## src/rtl/seven_segment_mux_driver_if.sv

```systemverilog
// Display bus between the lab datapath and the seven-segment driver:
// two hex nibbles in, shared active-low segment bus, anode enables and slot index out.
interface seven_segment_mux_driver_if;
  logic [3:0] s0;
  logic [3:0] s1;
  logic [6:0] seg;
  logic [1:0] an;
  logic       slot;

  modport master (
    output s0,
    output s1,
    input  seg,
    input  an,
    input  slot
  );

  modport slave (
    input  s0,
    input  s1,
    output seg,
    output an,
    output slot
  );
endinterface

```

## src/rtl/seven_segment_mux_driver.sv

```systemverilog
// Two-digit multiplexed common-anode seven-segment driver with hex decode and
// per-slot blanking. Optional macro LEADING_ZERO_BLANK_EN hides a leading zero on digit 1.
module seven_segment_mux_driver #(
  parameter int SLOT_CYCLES  = 25000,
  parameter int BLANK_CYCLES = 64
) (
  input  logic                        clk,
  input  logic                        reset,
  seven_segment_mux_driver_if.slave   bus
);

  localparam int CW = $clog2(SLOT_CYCLES);
  localparam logic [CW-1:0] LAST  = CW'(SLOT_CYCLES - 1);
  localparam logic [CW-1:0] BLANK = CW'(BLANK_CYCLES);

  logic [CW-1:0] cnt;
  logic          sel;
  logic [3:0]    dig;
  logic [6:0]    dec;
  logic [6:0]    seg_d;
  logic [1:0]    an_d;
  logic [6:0]    seg_q;
  logic [1:0]    an_q;
  logic          suppress;

  // Slot prescaler: sel flips each time a full slot of SLOT_CYCLES elapses
  always_ff @(posedge clk or negedge reset) begin
    if (!reset) begin
      cnt <= '0;
      sel <= 1'b0;
    end else if (cnt == LAST) begin
      cnt <= '0;
      sel <= ~sel;
    end else begin
      cnt <= cnt + 1'b1;
    end
  end

  // Inputs are sampled once at the start of each slot so the digit is stable for the whole slot
  always_ff @(posedge clk or negedge reset) begin
    if (!reset) begin
      dig <= 4'h0;
    end else if (cnt == '0) begin
      dig <= sel ? bus.s1 : bus.s0;
    end
  end

  always_comb begin
    dec = 7'b1111111;
    case (dig)
      4'h0: dec = 7'b1000000;
      4'h1: dec = 7'b1111001;
      4'h2: dec = 7'b0100100;
      4'h3: dec = 7'b0110000;
      4'h4: dec = 7'b0011001;
      4'h5: dec = 7'b0010010;
      4'h6: dec = 7'b0000010;
      4'h7: dec = 7'b1111000;
      4'h8: dec = 7'b0000000;
      4'h9: dec = 7'b0010000;
      4'hA: dec = 7'b0001000;
      4'hB: dec = 7'b0000011;
      4'hC: dec = 7'b1000110;
      4'hD: dec = 7'b0100001;
      4'hE: dec = 7'b0000110;
      4'hF: dec = 7'b0001110;
      default: dec = 7'b1111111;
    endcase
  end

`ifdef LEADING_ZERO_BLANK_EN
  assign suppress = sel && (dig == 4'h0);
`else
  assign suppress = 1'b0;
`endif

  // Blanking window at each slot start keeps the old digit from ghosting onto the new anode
  always_comb begin
    seg_d = 7'b1111111;
    an_d  = 2'b11;
    if ((cnt >= BLANK) && !suppress) begin
      an_d  = sel ? 2'b01 : 2'b10;
      seg_d = dec;
    end
  end

  always_ff @(posedge clk or negedge reset) begin
    if (!reset) begin
      seg_q <= 7'b1111111;
      an_q  <= 2'b11;
    end else begin
      seg_q <= seg_d;
      an_q  <= an_d;
    end
  end

  assign bus.seg  = seg_q;
  assign bus.an   = an_q;
  assign bus.slot = sel;

endmodule
```

## src/flat_wrapper.sv

```systemverilog
// flat-port wrapper written by rule: the top's interface ports become plain ports
module seven_segment_mux_driver_flat 
#(
  parameter int SLOT_CYCLES  = 25000,
  parameter int BLANK_CYCLES = 64
)
  (clk, reset, bus_s0, bus_s1, bus_seg, bus_an, bus_slot);
  seven_segment_mux_driver_if bus_i ();
  input  logic clk;
  input  logic reset;
  input wire logic [$bits(bus_i.s0)-1:0] bus_s0;
  input wire logic [$bits(bus_i.s1)-1:0] bus_s1;
  output wire logic [$bits(bus_i.seg)-1:0] bus_seg;
  output wire logic [$bits(bus_i.an)-1:0] bus_an;
  output wire logic [$bits(bus_i.slot)-1:0] bus_slot;
  assign bus_i.s0 = bus_s0;
  assign bus_i.s1 = bus_s1;
  assign bus_seg = bus_i.seg;
  assign bus_an = bus_i.an;
  assign bus_slot = bus_i.slot;
  seven_segment_mux_driver #(.SLOT_CYCLES(SLOT_CYCLES), .BLANK_CYCLES(BLANK_CYCLES)) u_core (.clk(clk), .reset(reset), .bus(bus_i));
endmodule
```

## config.mk

```make
export PLATFORM = sky130hd
export DESIGN_NAME = seven_segment_mux_driver_flat
export DESIGN_NICKNAME = d
export VERILOG_FILES = /design/src/rtl/seven_segment_mux_driver_if.sv /design/src/rtl/seven_segment_mux_driver.sv /design/src/flat_wrapper.sv
export SDC_FILE = /design/constraint.sdc
export NUM_CORES = 1
export LEC_CHECK = 0
export BUFFER_PORTS_ARGS = -buffer_cell sky130_fd_sc_hd__buf_2
export CAP_MARGIN = 20
export CELL_PAD_IN_SITES_DETAIL_PLACEMENT = 0
export CELL_PAD_IN_SITES_GLOBAL_PLACEMENT = 1
export CORE_MARGIN = 2
export CORE_UTILIZATION = 40
export CTS_CLUSTER_DIAMETER = 200
export DETAILED_ROUTE_END_ITERATION = 12
export HOLD_SLACK_MARGIN = 0.02
export PLACE_DENSITY = 0.76
export SYNTH_ARGS = -nofsm -noshare
export SYNTH_HDL_FRONTEND = slang
export SYNTH_SLANG_ARGS = --single-unit
```

## constraint.sdc

```tcl
create_clock -name clk -period 2.3 [get_ports clk]
set_input_delay 0.23 -clock clk [delete_from_list [all_inputs] [get_ports clk]]
set_output_delay 0.23 -clock clk [all_outputs]
set_load 0.02 [all_outputs]
```

==> results of run 1 <==
==> per-stage QoR <==
step	cells	util, %	setup WS, ps	cell area [um2]
3_5_place_dp	201	44.83	152.4	1617
2_1_floorplan	136	-	33.77	1476
3_3_place_gp	201	44.83	178.2	1617
5_1_grt	210	47.50	105.7	1713
4_1_cts	210	47.50	145.8	1713
6_report	210	47.50	158.8	1713
==> registers in the layout, indices dropped and copies added (netlist names) <==
name / flops
u_core.dig: 4
u_core.bus.an: 2
u_core.bus.seg: 7
u_core.cnt: 15
u_core.bus.slot: 1
==> critical path: cells and delay by family, from the launching register on <==
kind / cells / cell delay (ps)
flops: 1 / 420
mux: 1 / 140
simple gates: 3 / 1470
==> worst max-delay path by stage <==
stage | slack, ps | endpoint | start | cells past startpoint
floorplan | 30 | u_core.dig[2] | u_core.cnt[9] | 6
global placement | 180 | u_core.dig[2] | u_core.cnt[9] | 4
detailed placement | 150 | u_core.dig[1] | u_core.cnt[9] | 4
CTS | 150 | u_core.dig[1] | u_core.cnt[9] | 4
global route | 110 | u_core.dig[1] | u_core.cnt[9] | 4
finish | 160 | u_core.dig[2] | u_core.cnt[9] | 4
==> cells by family (layout without fill, tap and decap cells) <==
group                    Yosys count  count (layout)  share of synthesized area (%)
AO/OA/AOI/OAI                     13              13                          6.779
XOR/XNOR                          14              14                          8.305
adder cells (fa/ha/maj)            8               8                          6.780
buffers and inverters             13              39                          4.577
flip-flops                        29              29                          49.92
multiplexers                       8               8                          5.424
AND/OR/NAND/NOR                   51              51                          18.22
==> layer usage <==
metal	up-vias	part of all wire, %
li1	525	-
met2	21	49
met1	504	45
met3	8	4.2
met5	-	0
met4	0	2.0
==> layout make-up <==
cell class / instances / area share, %
multi-input cells: 94 / 39.23
clock buffers: 5 / 4.018
clock inverters: 3 / 1.023
flip-flops and latches: 29 / 43.02
well taps: 48 / 3.506
repair buffers: 23 / 7.451
inverters: 8 / 1.753
==> synthesized netlist by cell type (3+ instances only) <==
library cell / number
inv_1: 8
dfstp_2: 9
xnor2_1: 9
mux2i_1: 8
nand4_1: 3
o311ai_0: 5
nor4_1: 3
dfrtp_1: 20
ha_1: 8
nor2_1: 12
nand3_1: 8
nor3_1: 5
o211ai_1: 3
xor2_1: 5
nand2_1: 10
==> power by group through the flow <==
stage | clock network [mW] | registers (mW) | logic, mW
2_1_floorplan | 0 | 0.527 | 0.0245
3_3_place_gp | 0 | 0.530 | 0.0435
3_5_place_dp | 0 | 0.530 | 0.0459
4_1_cts | 0.408 | 0.521 | 0.0474
5_1_grt | 0.430 | 0.522 | 0.0532
6_report | 0.391 | 0.521 | 0.0461
==> impl_metrics.tcl, run 1 <==
set metrics [dict create \
    synth_edf_count 0 \
    whs_ps 243.5 \
    setup_viol 0 \
    rsz0062_at_grt "false" \
    grt_pass1_wl_um 4526 \
    grt_pass1_vias 1026 \
    reg2reg_from "u_core.cnt[9]" \
    drc_errors 0 \
    power.share.sequential_pct 54.4 \
    synth.area.top_cells "dfrtp_1, dfstp_2, ha_1" \
    pwr-share-comb_pct 4.8 \
    grt_overflow 0 \
    irDropWorstVdd_mv 0.3914 \
    grt_use_met3_pct 3.819 \
    antenna_cells 0 \
    synth_fp_nets 154 \
    cp.required_ps 2450 \
    chipHeight_um 64.76 \
    globalRouteMet1Util_pct 16.31 \
    rows 22 \
    io_buffers 19 \
    clock_skew_ps 5.360 \
    min_from "bus_s0[3]" \
    fill_cells 331 \
    finalSetupTns_ps 0 \
    powerDensity_nw_per_um2 559.8 \
    met2_usage_pct 24.61 \
    clock.fmax_mhz 467.0 \
    ys.flop_type "dfrtp_1" \
    detail_route.wl_per_cell_um 12.83 \
    reg2reg_depth 4 \
    cellLeakagePower_nw 0.7559 \
    final_cell_mix "dfrtp_1, buf_2, nor2_1" \
    cts_root_buf "clkbuf_8" \
    synthDominantCellAreaShare_pct 33.90 \
    clkSlewWorstSetupHoldPaths_ps 60 \
    power.internal_mw 0.7405 \
    io_pins 20 \
    crit_path_frequent_cell "or4_4" \
    maxSlewViolCount 0 \
    max_stage_delay_ps 550 \
    switchingPower_mw 0.2184 \
    crit_type "flop to flop" \
    outcome "complete, no violations" \
    grt-busiest-layer "met2" \
    ys_warn_count 0 \
    path_max_fanout 4 \
    dpl.hpwl_um 2051 \
    dieArea_um2 4193 \
    htreeDepth 2 \
    hold_path_class "primary input to flop" \
    finalCritPeriodShare_pct 93.10 \
    grt_max_degree 30 \
    final_common_cell "dfrtp_1" \
    p_clk_share_pct 40.8 \
    worst_r2r_endpoint "u_core.dig[2]" \
    post_cts_resized 0 \
    cts_setup_buffers 0 \
    regArea_um2 737.0 \
    postSynthCellCount 136 \
    drtIter0Drc 31 \
    globalplace.congestion 0.9304 \
    fp.coreArea_um2 3606 \
    fin_nets 179 \
    async_reset_ff_share_pct 100.0 \
    clkLatencyLatePin_ps 270 \
    cp.arrival_ps 2290 \
    worst_slew_pin_slew_ps 602.8 \
    synth_area_um2 1476 \
    maxCapViolations 0 \
    cts_tree "built" \
    die_w_um 64.76 \
    antenna_found_initial 0 \
    start_util_pct 40.94 \
    synth_top_cell_by_area "dfrtp_1" \
    cts_hold_buf 1 \
    avgSynthCellArea_um2 10.86 \
    finalWirelength_um 2694 \
    critPathSlowestCell "or4_4" \
    vias_per_cell 5.038 \
    cp-start-kind "flop" \
    holdPathStages 3 \
    clock_sinks 29 \
    cts_made_buffers 5 \
    holdPathEnd "u_core.dig[3]" \
    swShare_pct 22.78 \
    yosysUniqueCellTypes 28 \
    vias 1058 \
    syn2layout_area_growth_pct 16.02 \
    rrSetupSlack_ps 160 \
    relSlewSlack_pct 59.81 \
    ys_ff_latch 29 \
    clockBufferDepth 2 \
    drt_pass1_iterations 4 \
    multiInputGateArea_um2 671.9 \
    final_hold_viol_count 0 \
    report.power.total_mw 0.9590 \
    ant_nets 0 \
    synth_seq_area_share_pct 49.92 \
    period_needed_ps 2141 \
    setup.worst_path.end_class "flop" \
    drive_gt1_share_pct 26.54 \
    track_usage_pct 14.21 \
    crit_chain "or4_4 > or3_1 > or4_4 > mux2i_1" \
]
No activity file was read; power rests on OpenSTA's default activity.
==> run 2, diff against run 1 <==
Settings changed: CORE_ASPECT_RATIO set to 0.75.
==> run 2 against run 1 <==
First-iteration DRC count is 13% higher; core utilization grew 0.46 points; global-route usage is 1.4 points higher; clock-buffer cell count grew 3; critical path type unchanged; register-to-register slack worse by 60 ps; cell count grew 1.9%; flip-flop and latch count is the same.
==> impl_metrics.tcl, run 2 (synthesized netlist as in run 1, its figures left out) <==
set metrics [dict create \
    outcome "complete, no violations" \
    detail_route.wl_per_cell_um 12.58 \
    dieArea_um2 4198 \
    final_common_cell "dfrtp_1" \
    largest_reg_flops 15 \
    switchingPower_mw 0.2064 \
    drc_errors 0 \
    finalCritPeriodShare_pct 95.56 \
    final_cell_area_um2 1722 \
    io_pins 20 \
    powerDensity_nw_per_um2 570.6 \
    hold_path_class "primary input to flop" \
    crit_chain "or4_4 > or3_1 > or4_4 > mux2i_1" \
    clock_skew_ps 5.215 \
    crit_path_frequent_cell "or4_4" \
    irDropWorstVdd_mv 0.3048 \
    globalplace.congestion 0.8527 \
    path_max_fanout 4 \
    vias 1045 \
    fin_nets 179 \
    max_stage_delay_ps 550 \
    cp-start-kind "flop" \
    syn2layout_area_growth_pct 16.61 \
    io_buffers 19 \
    clock.fmax_mhz 455.0 \
    maxCapViolations 0 \
    regArea_um2 737.0 \
    power.internal_mw 0.7760 \
    cp.required_ps 2440 \
    clkSlewWorstSetupHoldPaths_ps 60 \
    drive_gt1_share_pct 25.31 \
    setup.worst_path.end_class "flop" \
    htreeDepth 2 \
    cts_made_buffers 5 \
    final_hold_viol_count 0 \
    period_needed_ps 2198 \
    ant_nets 0 \
    drtIter0Drc 35 \
    post_cts_resized 0 \
    die_w_um 74.15 \
    chipHeight_um 56.62 \
    power.share.sequential_pct 53.1 \
    crit_type "flop to flop" \
    grt_pass1_wl_um 4726 \
    grt_max_degree 30 \
    fp.coreArea_um2 3590 \
    finalNonFillerCells 214 \
    start_util_pct 41.13 \
    fill_cells 338 \
    p_clk_share_pct 42.2 \
    whs_ps 251.0 \
    worst_slew_pin_slew_ps 603.8 \
    cts_root_buf "clkbuf_8" \
    reg2reg_depth 4 \
    track_usage_pct 15.63 \
    antenna_cells 0 \
    regMostFlops "u_core.cnt" \
    placed_cell_area_um2 1622 \
    relSlewSlack_pct 59.74 \
    antenna_found_initial 0 \
    critPathSlowestCell "or4_4" \
    maxSlewViolCount 0 \
    rsz0062_at_grt "false" \
    grt_overflow 0 \
    cts_tree "built" \
    fin_util_pct 47.96 \
    setup_viol 0 \
    finalWirelength_um 2693 \
    finalSetupTns_ps 0 \
    rows 19 \
    drt_pass1_iterations 4 \
    vias_per_cell 4.883 \
    grt_pass1_vias 1046 \
    dpl.hpwl_um 2077 \
    clock_sinks 29 \
    pwr-share-comb_pct 4.7 \
    swShare_pct 21.01 \
    cts_hold_buf 1 \
    cts_setup_buffers 0 \
    clkLatencyLatePin_ps 280 \
    cellLeakagePower_nw 0.7575 \
    final_cell_mix "dfrtp_1, buf_2, nor2_1" \
    placed_cells 205 \
    multiInputGateArea_um2 671.9 \
    clockBufferDepth 2 \
    holdPathStages 3 \
    cp.arrival_ps 2340 \
]
-- run 2: cell types whose count changed in the layout (fill, tap and decap cells not counted), sizes merged --
cell,change
clkinvlp,-1
clkinv,-2
clkbuf,+3
-- run 2: area by class of cell --
class	instances	area share [%]
clock buffers	8	5.233
multi-input cells	94	39.03
flip-flops and latches	29	42.81
repair buffers	23	7.413
well taps	52	3.779
inverters	8	1.744
-- run 2: power groups by stage --
| stage | combinational, mW | sequential (mW) | clock (mW) |
|---|---|---|---|
| after floorplan | 0.0245 | 0.527 | 0 |
| after CTS | 0.0473 | 0.522 | 0.435 |
| after global routing | 0.0533 | 0.522 | 0.462 |
| after detailed placement | 0.0459 | 0.530 | 0 |
| after global placement | 0.0441 | 0.530 | 0 |
| final | 0.0462 | 0.522 | 0.414 |
-- run 2: metrics by stage --
| step | total power [mW] | setup slack (ps) |
|---|---|---|
| after floorplan | 0.5516 | 33.77 |
| after global placement | 0.5738 | 173.9 |
| after detailed placement | 0.5761 | 122.3 |
| after CTS | 1.004 | 102.7 |
| after global routing | 1.038 | 33.02 |
| final | 0.9823 | 102.1 |
-- run 2: metal layers --
layer | GRT usage, % | vias up | wire length, um
met5 | 0 | - | 0
met4 | 7.013 | 0 | 45
met3 | 7.181 | 6 | 128
met2 | 20.92 | 27 | 1172
met1 | 21.44 | 489 | 1346
li1 | - | 523 | -
-- run 2: path summary, 6_finish.rpt --
kind | from | endpoint | slack [ps]
worst max-delay path | u_core.cnt[9] | u_core.dig[2] | 100
worst min-delay path | bus_s0[3] | u_core.dig[3] | 250
worst max register to register | u_core.cnt[9] | u_core.dig[2] | 100
worst min register to register | u_core.cnt[0] | u_core.cnt[0] | 520
max in group asynchronous | reset | u_core.dig[0] | 1400
min in group asynchronous | reset | u_core.cnt[7] | 500
-- run 2: critical path: cells and delay by family, from the launching register on --
family,cells,cell delay [ps]
AND/OR/NAND/NOR,3,1500
multiplexers,1,150
flip-flops,1,410
==> run 3, diff against run 2 <==
Settings changed: CELL_PAD_IN_SITES_DETAIL_PLACEMENT 0 to 1, CELL_PAD_IN_SITES_GLOBAL_PLACEMENT 1 to 2, CORE_UTILIZATION 40 to 33, CTS_BUF_LIST set to sky130_fd_sc_hd__clkbuf_4 sky130_fd_sc_hd__clkbuf_8 sky130_fd_sc_hd__clkbuf_16, RECOVER_POWER set to 25.
==> run 3 against run 2 <==
The run now ends with max-capacitance violations, max-slew violations left; power up 0.38%; cell count up 2.3%; register-to-register slack better by 30 ps; final area about the same; hold slack worse by 2.7 ps; via count up 5.5%; critical endpoint is now u_core.dig[0]; largest cell class unchanged; largest power group unchanged; highest routed layer unchanged.
==> impl_metrics.tcl, run 3 (synthesized netlist as in run 1, its figures left out) <==
set metrics [dict create \
    rows 21 \
    finalWirelength_um 3312 \
    worst_r2r_endpoint "u_core.dig[0]" \
    setup.worst_path.end_class "flop" \
    clkLatencyLatePin_ps 280 \
    cellLeakagePower_nw 0.7576 \
    crit_type "flop to flop" \
    outcome "finished, violations left" \
    placed_cell_area_um2 1628 \
    cp-start-kind "flop" \
    dieArea_um2 5030 \
    clock.fmax_mhz 461.2 \
    final_cell_area_um2 1723 \
    final_hold_viol_count 0 \
    grt_pass1_vias 1050 \
    powerDensity_nw_per_um2 572.4 \
    start_util_pct 33.65 \
    cts_hold_buf 1 \
    wl_met2_um 1465 \
    fp.coreArea_um2 4388 \
    chipHeight_um 61.93 \
    cts_root_buf "clkbuf_8" \
    dpl.hpwl_um 2414 \
    crit_path_frequent_cell "or4_4" \
    endpoint "u_core.dig[0]" \
    drc_errors 0 \
    drt-met1-wl_um 1664 \
    rrSetupSlack_ps 130 \
    period_needed_ps 2168 \
    final_cell_mix "dfrtp_1, buf_2, nor2_1" \
    vias_per_cell 5.032 \
    clkSlewWorstSetupHoldPaths_ps 60 \
    cp.required_ps 2450 \
    finalCritPeriodShare_pct 94.27 \
    cts_tree "built" \
    fin_util_pct 39.26 \
    maxSlewViolCount 30 \
    path_max_fanout 4 \
    clockBufferDepth 2 \
    finalNonFillerCells 219 \
    top_layer "met4" \
    grt_overflow 0 \
    globalplace.congestion 0.7398 \
    maxCapViolations 1 \
    antenna_found_initial 0 \
    track_usage_pct 14.39 \
    ant_nets 0 \
    hold_path_class "primary input to flop" \
    setup_viol 0 \
    detail_route.wl_per_cell_um 15.12 \
    vias 1102 \
    failed_checks "max-capacitance violations, max-slew violations" \
    cts_made_buffers 5 \
    rsz0062_at_grt "false" \
    cp.arrival_ps 2320 \
    drt_pass1_iterations 4 \
    critPathSlowestCell "or4_4" \
    crit_path_start "u_core.cnt[9]" \
    grt_max_degree 30 \
    syn2layout_area_growth_pct 16.69 \
    grt_pass1_wl_um 5216 \
    drtIter0Drc 32 \
    cts_setup_buffers 0 \
    io_buffers 19 \
    crit_chain "or4_4 > or3_1 > or4_4 > mux2i_1" \
    io_pins 20 \
    die_w_um 81.24 \
    max_stage_delay_ps 560 \
    antenna_cells 0 \
    fin_nets 179 \
    relSlewSlack_pct -1.826 \
    reg2reg_depth 4 \
    irDropWorstVdd_mv 0.4027 \
    worst_slew_pin_slew_ps 1527 \
    clock_skew_ps 1.143 \
    finalSetupTns_ps 0 \
    htreeDepth 2 \
    met3_length_um 146 \
    largest_reg_flops 15 \
    drive_gt1_share_pct 25.93 \
    regMostFlops "u_core.cnt" \
    placed_cells 210 \
    post_cts_resized 0 \
    clock_sinks 29 \
    reg2reg_from "u_core.cnt[9]" \
    final_common_cell "dfrtp_1" \
]
[run 3: final cells by class]
| type | count | area [um2] |
|---|---|---|
| clock buffers | 6 | 76.32 |
| clock inverters | 2 | 10.01 |
| fillers | 495 | 2665 |
| repair buffers | 23 | 126.4 |
| flip-flops and latches | 29 | 737.0 |
| inverters | 8 | 30.03 |
| multi-input cells | 94 | 671.9 |
| well taps | 57 | 71.32 |
[run 3: stage by stage]
stage               power, mW  hold slack (ps)  setup WS [ps]
floorplan              0.5516           -65.59          33.77
global placement       0.5753            282.2          170.4
detailed placement     0.5787            293.7          129.8
CTS                     1.001            250.2          119.3
global route            1.032            260.0          69.42
finish                 0.9861            248.4          131.8
[run 3: worst min-delay path by stage]
stage | depth (start not counted) | endpoint | start | slack (ps)
floorplan | 0 | u_core.bus.slot | reset | -70
global placement | 1 | u_core.cnt[9] | reset | 280
detailed placement | 1 | u_core.cnt[9] | reset | 290
CTS | 3 | u_core.dig[3] | bus_s0[3] | 250
global route | 3 | u_core.dig[3] | bus_s0[3] | 260
finish | 3 | u_core.dig[3] | bus_s0[3] | 250
[run 3: report_power, final]
group	switching, mW	total [mW]	internal [mW]	leakage (nW)
sequential	0.00734	0.522	0.515	0.350
combinational	0.0297	0.0474	0.0177	0.359
clock	0.196	0.417	0.221	0.0484
total	0.233	0.986	0.753	0.758
[run 3: per-layer routing]
layer	vias up	GRT usage, %
li1	524	-
met1	544	19.71
met2	28	21.25
met3	6	5.058
met4	0	5.085
met5	-	0
[run 3: critical path, delay by kind of cell (launching register included)]
kind,cells,cell delay [ps]
and+or+nand+nor,3,1480
muxes,1,150
DFF,1,420
